===== src/rtl/kgp_dbg_pkg.sv =====
// kgp_dbg_pkg
// Shared constants for the KGPminiRISC debug controller:
//   - run-control FSM state encodings (RUN, HALTED, STEP, READ_WAIT)
//   - dbg_sel observation source codes
package kgp_dbg_pkg;

    typedef logic [1:0] dbg_state_t;

    localparam dbg_state_t ST_RUN       = 2'd0;
    localparam dbg_state_t ST_HALTED    = 2'd1;
    localparam dbg_state_t ST_STEP      = 2'd2;
    localparam dbg_state_t ST_READ_WAIT = 2'd3;

    localparam logic [1:0] SEL_RF  = 2'd0;
    localparam logic [1:0] SEL_MEM = 2'd1;
    localparam logic [1:0] SEL_PC  = 2'd2;
    localparam logic [1:0] SEL_CYC = 2'd3;

endpackage


===== src/rtl/kgp_dbg_slice_mux.sv =====
// kgp_dbg_slice_mux
// Purely combinational window select: picks OUT_W-bit slice number `slice`
// out of a DATA_W-bit word. The last partial slice is zero-padded above
// DATA_W, and slice indices past the last slice return zero.
// Ports:
//   data    in   DATA_W   word to be windowed
//   slice   in   SLICE_W  window index
//   window  out  OUT_W    selected window
module kgp_dbg_slice_mux #(
    parameter int DATA_W  = 32,
    parameter int OUT_W   = 16,
    parameter int SLICE_W = 2
) (
    input  logic [DATA_W-1:0]  data,
    input  logic [SLICE_W-1:0] slice,
    output logic [OUT_W-1:0]   window
);

    localparam int NSLICE = (DATA_W + OUT_W - 1) / OUT_W;

    logic [NSLICE*OUT_W-1:0] padded;

    always_comb begin
        padded              = '0;
        padded[DATA_W-1:0]  = data;
        window              = '0;
        // Unmatched indices (>= NSLICE) leave the window at zero.
        for (int i = 0; i < NSLICE; i++) begin
            if (int'(slice) == i) begin
                window = padded[i*OUT_W +: OUT_W];
            end
        end
    end

endmodule


===== src/rtl/kgp_debug_ctrl.sv =====
// kgp_debug_ctrl
// Run-control and observation unit between board pins and the KGPminiRISC
// core. Gates core_ce in run / halt / single-step / PC-breakpoint modes and
// presents regfile, data memory, PC or cycle count through an OUT_W window.
// Ports:
//   clk, rst                 clock, asynchronous active-high reset
//   run, halt, step          board controls (halt > step > run; step is edge)
//   bp_en, bp_addr           PC breakpoint
//   core_pc, core_halt_instr core status
//   core_ce, halted          core clock-enable, HALTED indication
//   dbg_sel/addr/slice       observation select, address, window index
//   rf_raddr, rf_rdata       regfile debug read port
//   mem_rd_req/raddr/ack/rdata  dmem debug read handshake
//   out, cycle_cnt           display window, retired-instruction counter
//   dbg_state                current FSM state
module kgp_debug_ctrl
    import kgp_dbg_pkg::*;
#(
    parameter int DATA_W   = 32,
    parameter int OUT_W    = 16,
    parameter int SLICE_W  = 2,
    parameter int ADDR_W   = 10,
    parameter int RF_AW    = 5,
    parameter int PC_W     = 32,
    parameter int CYC_W    = 32,
    parameter int AUTO_RUN = 0
) (
    input  logic               clk,
    input  logic               rst,
    input  logic               run,
    input  logic               halt,
    input  logic               step,
    input  logic               bp_en,
    input  logic [PC_W-1:0]    bp_addr,
    input  logic [PC_W-1:0]    core_pc,
    input  logic               core_halt_instr,
    output logic               core_ce,
    output logic               halted,
    input  logic [1:0]         dbg_sel,
    input  logic [ADDR_W-1:0]  dbg_addr,
    input  logic [SLICE_W-1:0] dbg_slice,
    output logic [RF_AW-1:0]   rf_raddr,
    input  logic [DATA_W-1:0]  rf_rdata,
    output logic               mem_rd_req,
    output logic [ADDR_W-1:0]  mem_raddr,
    input  logic               mem_rd_ack,
    input  logic [DATA_W-1:0]  mem_rdata,
    output logic [OUT_W-1:0]   out,
    output logic [CYC_W-1:0]   cycle_cnt,
    output logic [1:0]         dbg_state
);

    localparam dbg_state_t ST_RESET = (AUTO_RUN != 0) ? ST_RUN : ST_HALTED;

    dbg_state_t         state_q, state_d;
    logic               step_q, step_d;
    logic               bp_skip_q, bp_skip_d;
    logic               arm_q, arm_d;       // HALTED was just entered from RUN/STEP
    logic               track_q, track_d;   // prev-select registers hold real history
    logic [1:0]         sel_prev_q, sel_prev_d;
    logic [ADDR_W-1:0]  addr_prev_q, addr_prev_d;
    logic [ADDR_W-1:0]  mem_raddr_q, mem_raddr_d;
    logic [CYC_W-1:0]   cycle_cnt_q, cycle_cnt_d;
    logic [DATA_W-1:0]  capture_q, capture_d;
    logic [OUT_W-1:0]   out_q, out_d;

    logic               step_rise;
    logic               bp_hit;
    logic               sel_changed;
    logic               read_trig;
    logic [DATA_W-1:0]  pc_ext;
    logic [DATA_W-1:0]  cyc_ext;
    logic [OUT_W-1:0]   window;

    // Zero-extend or truncate PC and cycle counter to the observed word width.
    if (PC_W >= DATA_W) begin : g_pc_trunc
        assign pc_ext = core_pc[DATA_W-1:0];
    end else begin : g_pc_pad
        assign pc_ext = {{(DATA_W-PC_W){1'b0}}, core_pc};
    end

    if (CYC_W >= DATA_W) begin : g_cyc_trunc
        assign cyc_ext = cycle_cnt_q[DATA_W-1:0];
    end else begin : g_cyc_pad
        assign cyc_ext = {{(DATA_W-CYC_W){1'b0}}, cycle_cnt_q};
    end

    assign step_rise   = step && !step_q;
    assign bp_hit      = bp_en && (core_pc == bp_addr) && !bp_skip_q;
    assign sel_changed = track_q && ((dbg_sel != sel_prev_q) || (dbg_addr != addr_prev_q));
    assign read_trig   = (dbg_sel == SEL_MEM) && (arm_q || sel_changed);

    // Run-control FSM.
    always_comb begin
        state_d     = state_q;
        core_ce     = 1'b0;
        arm_d       = arm_q;
        mem_raddr_d = mem_raddr_q;
        case (state_q)
            ST_RUN: begin
                // Breakpoint instruction and halt both stop before retiring.
                if (halt || bp_hit) begin
                    state_d = ST_HALTED;
                    arm_d   = 1'b1;
                end else begin
                    core_ce = 1'b1;
                    // The HALT opcode itself retires, then we stop.
                    if (core_halt_instr) begin
                        state_d = ST_HALTED;
                        arm_d   = 1'b1;
                    end
                end
            end
            ST_HALTED: begin
                arm_d = 1'b0;
                if (!halt && step_rise) begin
                    state_d = ST_STEP;
                end else if (!halt && run) begin
                    state_d = ST_RUN;
                end else if (read_trig) begin
                    state_d     = ST_READ_WAIT;
                    mem_raddr_d = dbg_addr;
                end
            end
            ST_STEP: begin
                core_ce = 1'b1;
                state_d = ST_HALTED;
                arm_d   = 1'b1;
            end
            ST_READ_WAIT: begin
                // Controls are ignored until the memory answers.
                if (mem_rd_ack) begin
                    state_d = ST_HALTED;
                end
            end
            default: begin
                state_d = ST_HALTED;
            end
        endcase
    end

    // Leaving HALTED arms a one-shot breakpoint bypass so that resuming on a
    // breakpoint PC executes that instruction once instead of re-hitting it.
    always_comb begin
        bp_skip_d = bp_skip_q;
        if (state_q == ST_HALTED && state_d != ST_HALTED) begin
            bp_skip_d = 1'b1;
        end else if (core_ce) begin
            bp_skip_d = 1'b0;
        end
    end

    // Counter, history and capture/window registers.
    always_comb begin
        step_d      = step;
        track_d     = 1'b1;
        sel_prev_d  = dbg_sel;
        addr_prev_d = dbg_addr;
        cycle_cnt_d = core_ce ? cycle_cnt_q + CYC_W'(1) : cycle_cnt_q;
        capture_d   = capture_q;
        case (dbg_sel)
            SEL_RF:  capture_d = rf_rdata;
            SEL_MEM: begin
                if (state_q == ST_READ_WAIT && mem_rd_ack) begin
                    capture_d = mem_rdata;
                end
            end
            SEL_PC:  capture_d = pc_ext;
            default: capture_d = cyc_ext;
        endcase
        out_d = window;
    end

    kgp_dbg_slice_mux #(
        .DATA_W  (DATA_W),
        .OUT_W   (OUT_W),
        .SLICE_W (SLICE_W)
    ) u_slice_mux (
        .data   (capture_q),
        .slice  (dbg_slice),
        .window (window)
    );

    always_ff @(posedge clk or posedge rst) begin
        if (rst) begin
            state_q     <= ST_RESET;
            step_q      <= 1'b0;
            bp_skip_q   <= 1'b0;
            arm_q       <= 1'b0;
            track_q     <= 1'b0;
            sel_prev_q  <= '0;
            addr_prev_q <= '0;
            mem_raddr_q <= '0;
            cycle_cnt_q <= '0;
            capture_q   <= '0;
            out_q       <= '0;
        end else begin
            state_q     <= state_d;
            step_q      <= step_d;
            bp_skip_q   <= bp_skip_d;
            arm_q       <= arm_d;
            track_q     <= track_d;
            sel_prev_q  <= sel_prev_d;
            addr_prev_q <= addr_prev_d;
            mem_raddr_q <= mem_raddr_d;
            cycle_cnt_q <= cycle_cnt_d;
            capture_q   <= capture_d;
            out_q       <= out_d;
        end
    end

    // Debug read handshake: mem_rd_req is high for every cycle spent in
    // READ_WAIT with mem_raddr stable; the cycle in which mem_rd_ack is high
    // transfers mem_rdata, and req drops on the following cycle. Because req
    // decodes the asynchronously reset state register, rst removes it at once.
    assign mem_rd_req = (state_q == ST_READ_WAIT);
    assign mem_raddr  = mem_raddr_q;
    assign halted     = (state_q == ST_HALTED);
    assign rf_raddr   = dbg_addr[RF_AW-1:0];
    assign out        = out_q;
    assign cycle_cnt  = cycle_cnt_q;
    assign dbg_state  = state_q;

endmodule


===== config.mk =====
export PLATFORM = sky130hd
export DESIGN_NAME = kgp_debug_ctrl
export DESIGN_NICKNAME = d
export VERILOG_FILES = /design/src/rtl/kgp_dbg_pkg.sv /design/src/rtl/kgp_dbg_slice_mux.sv /design/src/rtl/kgp_debug_ctrl.sv
export SDC_FILE = /design/constraint.sdc
export NUM_CORES = 1
export LEC_CHECK = 0
export CAP_MARGIN = 20
export CORE_MARGIN = 2
export CORE_UTILIZATION = 40
export CTS_BUF_LIST = sky130_fd_sc_hd__clkbuf_4 sky130_fd_sc_hd__clkbuf_8 sky130_fd_sc_hd__clkbuf_16
export CTS_CLUSTER_SIZE = 28
export DETAILED_ROUTE_END_ITERATION = 8
export PLACE_DENSITY = 0.84
export SLEW_MARGIN = 20
export SYNTH_ARGS = -nofsm -noshare
export SYNTH_HDL_FRONTEND = slang
export SYNTH_SLANG_ARGS = --single-unit

===== constraint.sdc =====
create_clock -name clk -period 3.63 [get_ports clk]
set_input_delay 0.363 -clock clk [delete_from_list [all_inputs] [get_ports clk]]
set_output_delay 0.363 -clock clk [all_outputs]
set_load 0.02 [all_outputs]

==> results.yml <==
clocking:
  clock_latency_ns: 0.35
  postCtsSetupBuffers: 0
  cts-hold-fix-buffers: 0
  clockBufferDepth: 2
  cts_resized: 0
  cts_max_level: 3
  cts_made_buffers: 9
  clk_pin_slew_ns: 0.07
  cts_num_sinks: 108
  cts_tree: "built"
  root_buffer: "clkbuf_16"
sta:
  setup_viol: 0
  rsz0062_at_grt: "no"
  fin_tns_setup_ns: 0
  period_minus_slack_ns: 3.23
  final-max-slew-violation-count: 0
  relSlewSlack: 0.254
  final.setup.worst_slack_ns: 0.399
  fmax_mhz: 309
  hold_viol_final: 0
  finClkSkew_ns: 0.00612
  fin_crit_sh: 0.890
  worstMarginPinSlew_ns: 1.11
placed_design:
  place_congestion: 0.906
  io_buffers: 217
  dp_slack_ns: 0.375
  dp_hpwl_um: 14000
synth:
  synth_seq_cells: 108
  ys_top_cells_by_count: "dfrtp_1, xnor2_1, mux2_2, mux4_2, nor2_1"
  yosysTopAreaCellShare: 0.471
  synth_area_leaders: "dfrtp_1, mux4_2, xnor2_1"
  synth_area_um2: 5690
  netlist_instances: 430
  yosysUniqueCellTypes: 45
  synth_area_leader_cell: "dfrtp_1"
  synth_ff_type: "dfrtp_1"
  synth-edff-count: 0
  ys_seq_area_frac: 0.476
  yosysWarnings: 0
  syn_nets: 581
  syn_area_per_cell_um2: 13.2
  yosysMostFrequentCell: "dfrtp_1"
  async_flop_share: 1.00
worst_setup_path:
  r2r-start: "cycle_cnt[2]"
  path_class: "input pin to output port"
  critical_path.max_fanout: 4
  rr_worst_depth: 6
  reg2reg_to: "cycle_cnt[6]"
  crit_arrival_ns: 2.87
  start_kind: "input pin"
  r2r_slack_ns: 1.08
  cp.required_ns: 3.27
  endpoint_kind: "output port"
hold_path:
  min_from: "step"
  min_path_type: "input pin to register"
  hold_path_end: "step_q"
  hold-path-cell-count: 1
power_and_ir_drop:
  power.density_nw_per_um2: 445
  peakVddDrop_v: 0.000296
  p_leak_nw: 3.30
grt:
  grt_pass1_vias: 4651
  antenna_found_initial: 2
  grt_pass1_wl_um: 27100
  grt_overflow: 0
  grt_max_degree: 73
  grt_util_all_layers: 0.242
die:
  fp.dieW_um: 123
  start_util: 0.410
  die_area_um2: 15200
  die_h_um: 123
  io_pins: 218
  core_area_um2: 13900
  rows: 43
detailed_routing:
  drcViolationCount: 0
  routed_wl_um: 18000
  drtIter0Drc: 324
  vias: 4423
  vias_per_cell: 5.39
  first_pass_iters: 4
  antenna_left: 0
  wire_per_inst_um: 21.9
cells_and_area:
  seq_area_um2: 2700
  drive_above_1_share: 0.167
  fill_cells: 1106
  fin_nets: 786
  areaGrowthSynthToFinish_pct: 45.6
  multi_input_area_um2: 2810
status:
  status: "finished, final reports clean"
job:
  maxCapViolations: 0
routing by layer:
layer  up-vias  wire, um  GRT usage  share of wire
met5         -         0          0              0
met4         0       642      0.114          0.036
met3        35      1240     0.0512          0.069
met2       170      9140      0.408           0.51
met1      2218      6980      0.296           0.39
li1       2000         -          -              -
flip-flops by register name, summed over array words and instances (netlist names):
| register | flops |
|---|---|
| cycle_cnt | 32 |
| track_q | 1 |
| mem_raddr | 10 |
| arm_q | 1 |
| sel_prev_q | 2 |
| dbg_state | 2 |
| bp_skip_q | 1 |
| step_q | 1 |
| capture_q | 32 |
| addr_prev_q | 10 |
| out | 16 |
placed cells by master, fill, tap and decap left out, drive strengths merged, types with 5 or more instances in the layout:
master,synthesis,routed
clkdlybuf4s50,0,215
dfrtp,107,107
xnor2,74,74
mux2,43,43
mux4,32,32
nor2,23,23
mux2i,16,16
o2111ai,13,13
o211ai,11,11
nand4,10,10
clkbuf,11,10
and3,9,9
o21ai,9,9
buf,19,9
nand2,8,8
and2,8,8
inv,5,7
nand3,5,5
how the worst max path moves through the flow:
stage | end | slack, ns | cells past startpoint | start
finish | core_ce | 0.40 | 7 | core_pc[24]
global route | core_ce | 0.31 | 7 | core_pc[24]
CTS | core_ce | 0.39 | 7 | core_pc[13]
detailed placement | core_ce | 0.37 | 7 | core_pc[13]
floorplan | addr_prev_q[0] | 0.42 | 1 | rst
global placement | core_ce | 0.39 | 7 | core_pc[13]
stage by stage:
stage               power [W]  std cells  instance area [um^2]  utilization  hold slack [ns]
global placement      0.00267        804                  7970        0.574            0.491
finish                0.00368        821                  8280        0.596            0.483
global route          0.00384        821                  8280        0.596            0.486
detailed placement    0.00271        804                  7970        0.574            0.492
CTS                   0.00372        820                  8280        0.596            0.474
floorplan             0.00213        430                  5690            -            0.394
area by class of cell:
| type | instances | share of cell area |
|---|---|---|
| Timing Repair Buffer | 224 | 0.267 |
| Clock inverter | 6 | 0.00877 |
| Sequential cell | 108 | 0.327 |
| Inverter | 5 | 0.00257 |
| Clock buffer | 10 | 0.0281 |
| Antenna cell | 1 | 0.000302 |
| Multi-Input combinational cell | 287 | 0.339 |
| Tap cell | 180 | 0.0272 |
critical path, stage by stage:
cell	delay [ns]
clkdlybuf4s50_1	0.45
xnor2_1	0.35
nand4_1	0.25
nor4_4	0.41
nand3_1	0.23
o21a_4	0.27
clkdlybuf4s50_1	0.55
logic make-up (layout without fill, tap and decap cells):
| family | after synthesis | in the layout | share of synthesized area |
|---|---|---|---|
| xor gates and xnor gates | 75 | 75 | 0.116 |
| AOI/OAI and AO/OA | 43 | 43 | 0.0603 |
| muxes | 91 | 91 | 0.241 |
| adders and majority gates | 1 | 1 | 0.00220 |
| and+or+nand+nor | 76 | 76 | 0.0735 |
| buffers and inverters | 35 | 245 | 0.0308 |
| DFF | 108 | 108 | 0.476 |
| other | 1 | 2 | 0.000660 |
report_power, final:
| part | leakage, nW | internal (W) | switching (W) | total [W] |
|---|---|---|---|---|
| registers | 1.37 | 0.00139 | 0.000176 | 0.00157 |
| logic | 1.77 | 0.000623 | 0.000487 | 0.00111 |
| clock network | 0.152 | 0.000552 | 0.000456 | 0.00101 |
Power figures use the tool's default switching activity.
==> RTL change 1: new RTL, config.mk and constraints unchanged <==
`OUT_W` is set to 16 in 2 places; all go to 32.
--- a/src/rtl/kgp_dbg_slice_mux.sv
+++ b/src/rtl/kgp_dbg_slice_mux.sv
@@ -10,3 +10,3 @@
     parameter int DATA_W  = 32,
-    parameter int OUT_W   = 16,
+    parameter int OUT_W   = 32,
     parameter int SLICE_W = 2
--- a/src/rtl/kgp_debug_ctrl.sv
+++ b/src/rtl/kgp_debug_ctrl.sv
@@ -19,3 +19,3 @@
     parameter int DATA_W   = 32,
-    parameter int OUT_W    = 16,
+    parameter int OUT_W    = 32,
     parameter int SLICE_W  = 2,
Interface: changed (resized out); port bits go from 218 to 234. The function was not compared with the original's and may differ.
==> RTL change 1 against the unedited design <==
Critical path depth increased by 3. Critical endpoint unchanged. Worst setup slack got worse by 0.13 ns. Synthesized area increased by 5.2%. Sequential cell count increased by 16. Routed wire length increased by 7.6%. Synthesized cell count increased by 6.3%. Maximum frequency decreased by 3.8%. Power increased by 24%. Design area increased by 10%. Core utilization increased by 2.8 points. Combinational power increased by 5%.
==> RTL change 1: results <==
<?xml version="1.0" encoding="UTF-8"?>
<metrics>
  <group name="status">
    <metric name="run_status" unit="">complete, no violations</metric>
  </group>
  <group name="placed_design">
    <metric name="portBuffers" unit="">233</metric>
    <metric name="placed_area" unit="sq um">8510</metric>
    <metric name="gp_congestion" unit="">0.949</metric>
  </group>
  <group name="finish">
    <metric name="final_layout_size_suffix_gt1_share" unit="%">17.7</metric>
    <metric name="layout.nets" unit="">849</metric>
  </group>
  <group name="logic_synthesis">
    <metric name="synthTopCellsByArea" unit="">sky130_fd_sc_hd__dfrtp_1, sky130_fd_sc_hd__mux4_2, sky130_fd_sc_hd__mux2_2, sky130_fd_sc_hd__xnor2_1, sky130_fd_sc_hd__and2_1</metric>
    <metric name="synth-xor-area-share" unit="%">10.3</metric>
    <metric name="post_synthesis_compound_gate_area_fraction" unit="%">1.59</metric>
    <metric name="muxShareOfSynthArea" unit="%">20.2</metric>
    <metric name="post_synth_num_cell_types" unit="">37</metric>
    <metric name="yosys.area_share.adder" unit="%">0.209</metric>
    <metric name="synth.top_cells.by_count" unit="">sky130_fd_sc_hd__dfrtp_1, sky130_fd_sc_hd__mux2_2, sky130_fd_sc_hd__xnor2_1</metric>
  </group>
  <group name="routing">
    <metric name="met3_length" unit="um">1220</metric>
    <metric name="met2WireLength" unit="um">9750</metric>
    <metric name="dr_total_vias" unit="">4673</metric>
    <metric name="drt_first_pass_iters" unit="">6</metric>
  </group>
  <group name="clock_tree">
    <metric name="clock_tree.htree_level_count" unit="">4</metric>
    <metric name="cts_buffers" unit="">17</metric>
  </group>
  <group name="worst_setup_path">
    <metric name="worstPathArrival" unit="ns">3.00</metric>
  </group>
  <group name="sta">
    <metric name="tightestPinTransition" unit="ns">0.767</metric>
    <metric name="finClkSkew" unit="ns">0.00788</metric>
  </group>
  <group name="global_routing">
    <metric name="grt_pass1_wl" unit="um">29400</metric>
    <metric name="track_usage" unit="%">24.8</metric>
    <metric name="grt_antenna_before_repair" unit="">0</metric>
  </group>
  <group name="power_and_ir_drop">
    <metric name="ir_worst_vdd" unit="mV">0.376</metric>
  </group>
</metrics>
[RTL change 1: critical path, delay by kind of cell]
kind | cells | cell delay [ns]
xor gates and xnor gates | 1 | 0.14
buffers and inverters | 4 | 1.34
and+or+nand+nor | 5 | 1.15
[RTL change 1: area by class of cell]
cell class,instances,area (sq um)
inverter,6,26.3
tap,184,230
clock buffer,18,439
multi-input combinational,305,2740
fill,1078,5480
sequential,124,3100
timing repair buffer,244,2420
antenna,1,2.50
clock inverter,14,146
[RTL change 1: cells by family (layout without fill, tap and decap cells)]
logic type | count (synthesis) | in the layout
buf+inv | 28 | 282
simple gates | 146 | 146
fa+ha+maj | 1 | 1
other cells | 1 | 2
flops | 124 | 124
xor+xnor | 70 | 70
compound gates | 12 | 12
mux | 75 | 75
[RTL change 1: metal layers]
| layer | global-route usage [%] | vias to the layer above |
|---|---|---|
| li1 | - | 2104 |
| met2 | 40.6 | 193 |
| met3 | 6.37 | 51 |
| met4 | 11.2 | 0 |
| met1 | 31.2 | 2325 |
| met5 | 0 | - |
[RTL change 1: worst paths after layout]
kind	from	endpoint	slack, ns
max	core_pc[30]	core_ce	0.27
min	step	step_q	0.41
max reg2reg	addr_prev_q[1]	mem_raddr[3]	1.29
min reg2reg	capture_q[27]	out[27]	0.47
max in group asynchronous	rst	capture_q[29]	2.40
min in group asynchronous	rst	mem_raddr[0]	0.44
[RTL change 1: report_power, final]
| group | internal (uW) | total [uW] | switching, uW |
|---|---|---|---|
| combinational | 646 | 1170 | 529 |
| sequential | 1590 | 1750 | 160 |
| clock | 1030 | 1650 | 624 |
| total | 3260 | 4570 | 1310 |
[RTL change 1: metrics by stage]
step	hold WS [ns]	setup slack, ns	instances
2_1_floorplan	0.394	1.49	457
3_3_place_gp	0.458	0.301	862
3_5_place_dp	0.462	0.338	862
4_1_cts	0.397	0.307	894
5_1_grt	0.415	0.209	895
6_report	0.411	0.271	896
==> RTL change 2: new RTL, config.mk and constraints unchanged <==
Without the edit above. Take the reset off `addr_prev_q` and `mem_raddr_q` and load them in a clocked block of their own.
--- a/src/rtl/kgp_debug_ctrl.sv
+++ b/src/rtl/kgp_debug_ctrl.sv
@@ -191,4 +191,2 @@
             sel_prev_q  <= '0;
-            addr_prev_q <= '0;
-            mem_raddr_q <= '0;
             cycle_cnt_q <= '0;
@@ -203,4 +201,2 @@
             sel_prev_q  <= sel_prev_d;
-            addr_prev_q <= addr_prev_d;
-            mem_raddr_q <= mem_raddr_d;
             cycle_cnt_q <= cycle_cnt_d;
@@ -209,2 +205,7 @@
         end
+    end
+
+    always_ff @(posedge clk) begin
+        addr_prev_q <= addr_prev_d;
+        mem_raddr_q <= mem_raddr_d;
     end
Check against the original RTL: differs if rst is asserted again (counterexample within 4 cycles, from zero or initial values and one cycle with rst high); with rst held inactive, the same outputs for 10 cycles.
==> RTL change 2 against the unedited design <==
Critical path depth grew 1. Design area is 2.3% lower. Power fell by 0.66%. Sequential cell count is the same. Via count fell by 3.1%. Hold slack got worse by 0.043 ns. Worst setup slack better by 0.093 ns. Synthesized area is 3.7% lower. Routed wire length is 0.44% higher. Sequential share of layout area rose by 0.76 points. Critical path type unchanged. Highest routed layer unchanged.
==> RTL change 2: results <==
<?xml version="1.0" encoding="UTF-8"?>
<metrics>
  <group name="status">
    <metric name="run_status" unit="">complete, no violations</metric>
  </group>
  <group name="logic_synthesis">
    <metric name="synth-seq-area-share" unit="%">49.4</metric>
    <metric name="synth-xor-area-share" unit="%">12.0</metric>
    <metric name="number_of_enable_flip_flop_cells_after_synthesis" unit="">10</metric>
    <metric name="postSynthCellCount" unit="">420</metric>
    <metric name="synth-async-reset-ratio" unit="%">81.5</metric>
  </group>
  <group name="min_path">
    <metric name="min_path_type" unit="">input pin to asynchronous set/reset pin</metric>
  </group>
  <group name="finish">
    <metric name="nonClkBufAreaFrac" unit="%">27.4</metric>
    <metric name="fill_cells" unit="">1083</metric>
    <metric name="multi_input_gate_share_of_the_layout_cell_area" unit="%">31.9</metric>
    <metric name="nClkBuffers" unit="">12</metric>
  </group>
  <group name="routing">
    <metric name="met3_length" unit="um">1000</metric>
    <metric name="route.detailed.vias_per_inst" unit="">5.30</metric>
    <metric name="met2WireLength" unit="um">9060</metric>
    <metric name="postRouteWirelength" unit="um">18100</metric>
    <metric name="dr_total_vias" unit="">4286</metric>
  </group>
  <group name="global_routing">
    <metric name="track_usage" unit="%">25.3</metric>
    <metric name="via_count_of_the_first_global_routing_pass" unit="">4540</metric>
    <metric name="grt.met3_usage" unit="%">4.89</metric>
    <metric name="grt_pass1_wl" unit="um">27300</metric>
  </group>
  <group name="placed_design">
    <metric name="gp_congestion" unit="">0.936</metric>
    <metric name="pre_cts_slack" unit="ns">0.527</metric>
  </group>
  <group name="sta">
    <metric name="tightestPinTransition" unit="ns">1.10</metric>
    <metric name="finClkSkew" unit="ns">0.00687</metric>
    <metric name="fin_hold_ws" unit="ns">0.440</metric>
  </group>
  <group name="worst_setup_path">
    <metric name="crit_start" unit="">core_pc[0]</metric>
    <metric name="worstPathArrival" unit="ns">2.78</metric>
  </group>
  <group name="floorplanning">
    <metric name="rows" unit="">42</metric>
  </group>
  <group name="power_and_ir_drop">
    <metric name="cellLeakagePower" unit="uW">0.00302</metric>
  </group>
</metrics>
==> RTL change 2: cell types whose count changed in the layout (fill, tap and decap cells not counted), sizes merged, moves of 11 or more <==
cell	before	now
nor3	3	14
o211ai	11	0
nor4	1	19
xnor2	74	31
xor2	1	44
dfrtp	107	87
o2111ai	13	0
==> RTL change 2: worst max path at each step <==
stage / cells after the start / to
floorplan: 1 / arm_q
global placement: 8 / core_ce
detailed placement: 8 / core_ce
CTS: 8 / core_ce
global route: 8 / core_ce
finish: 8 / core_ce
==> RTL change 2: where the power goes <==
group / total (uW) / internal (uW) / switching [uW]
clock network: 1030 / 587 / 445
registers: 1560 / 1390 / 171
logic: 1070 / 559 / 511
==> RTL change 2: logic make-up after synthesis <==
logic type / count (synthesis)
and+or+nand+nor: 105
muxes: 81
buffers and inverters: 39
xor gates and xnor gates: 75
AOI/OAI and AO/OA: 10
adders and majority gates: 1
other: 1
DFF: 108
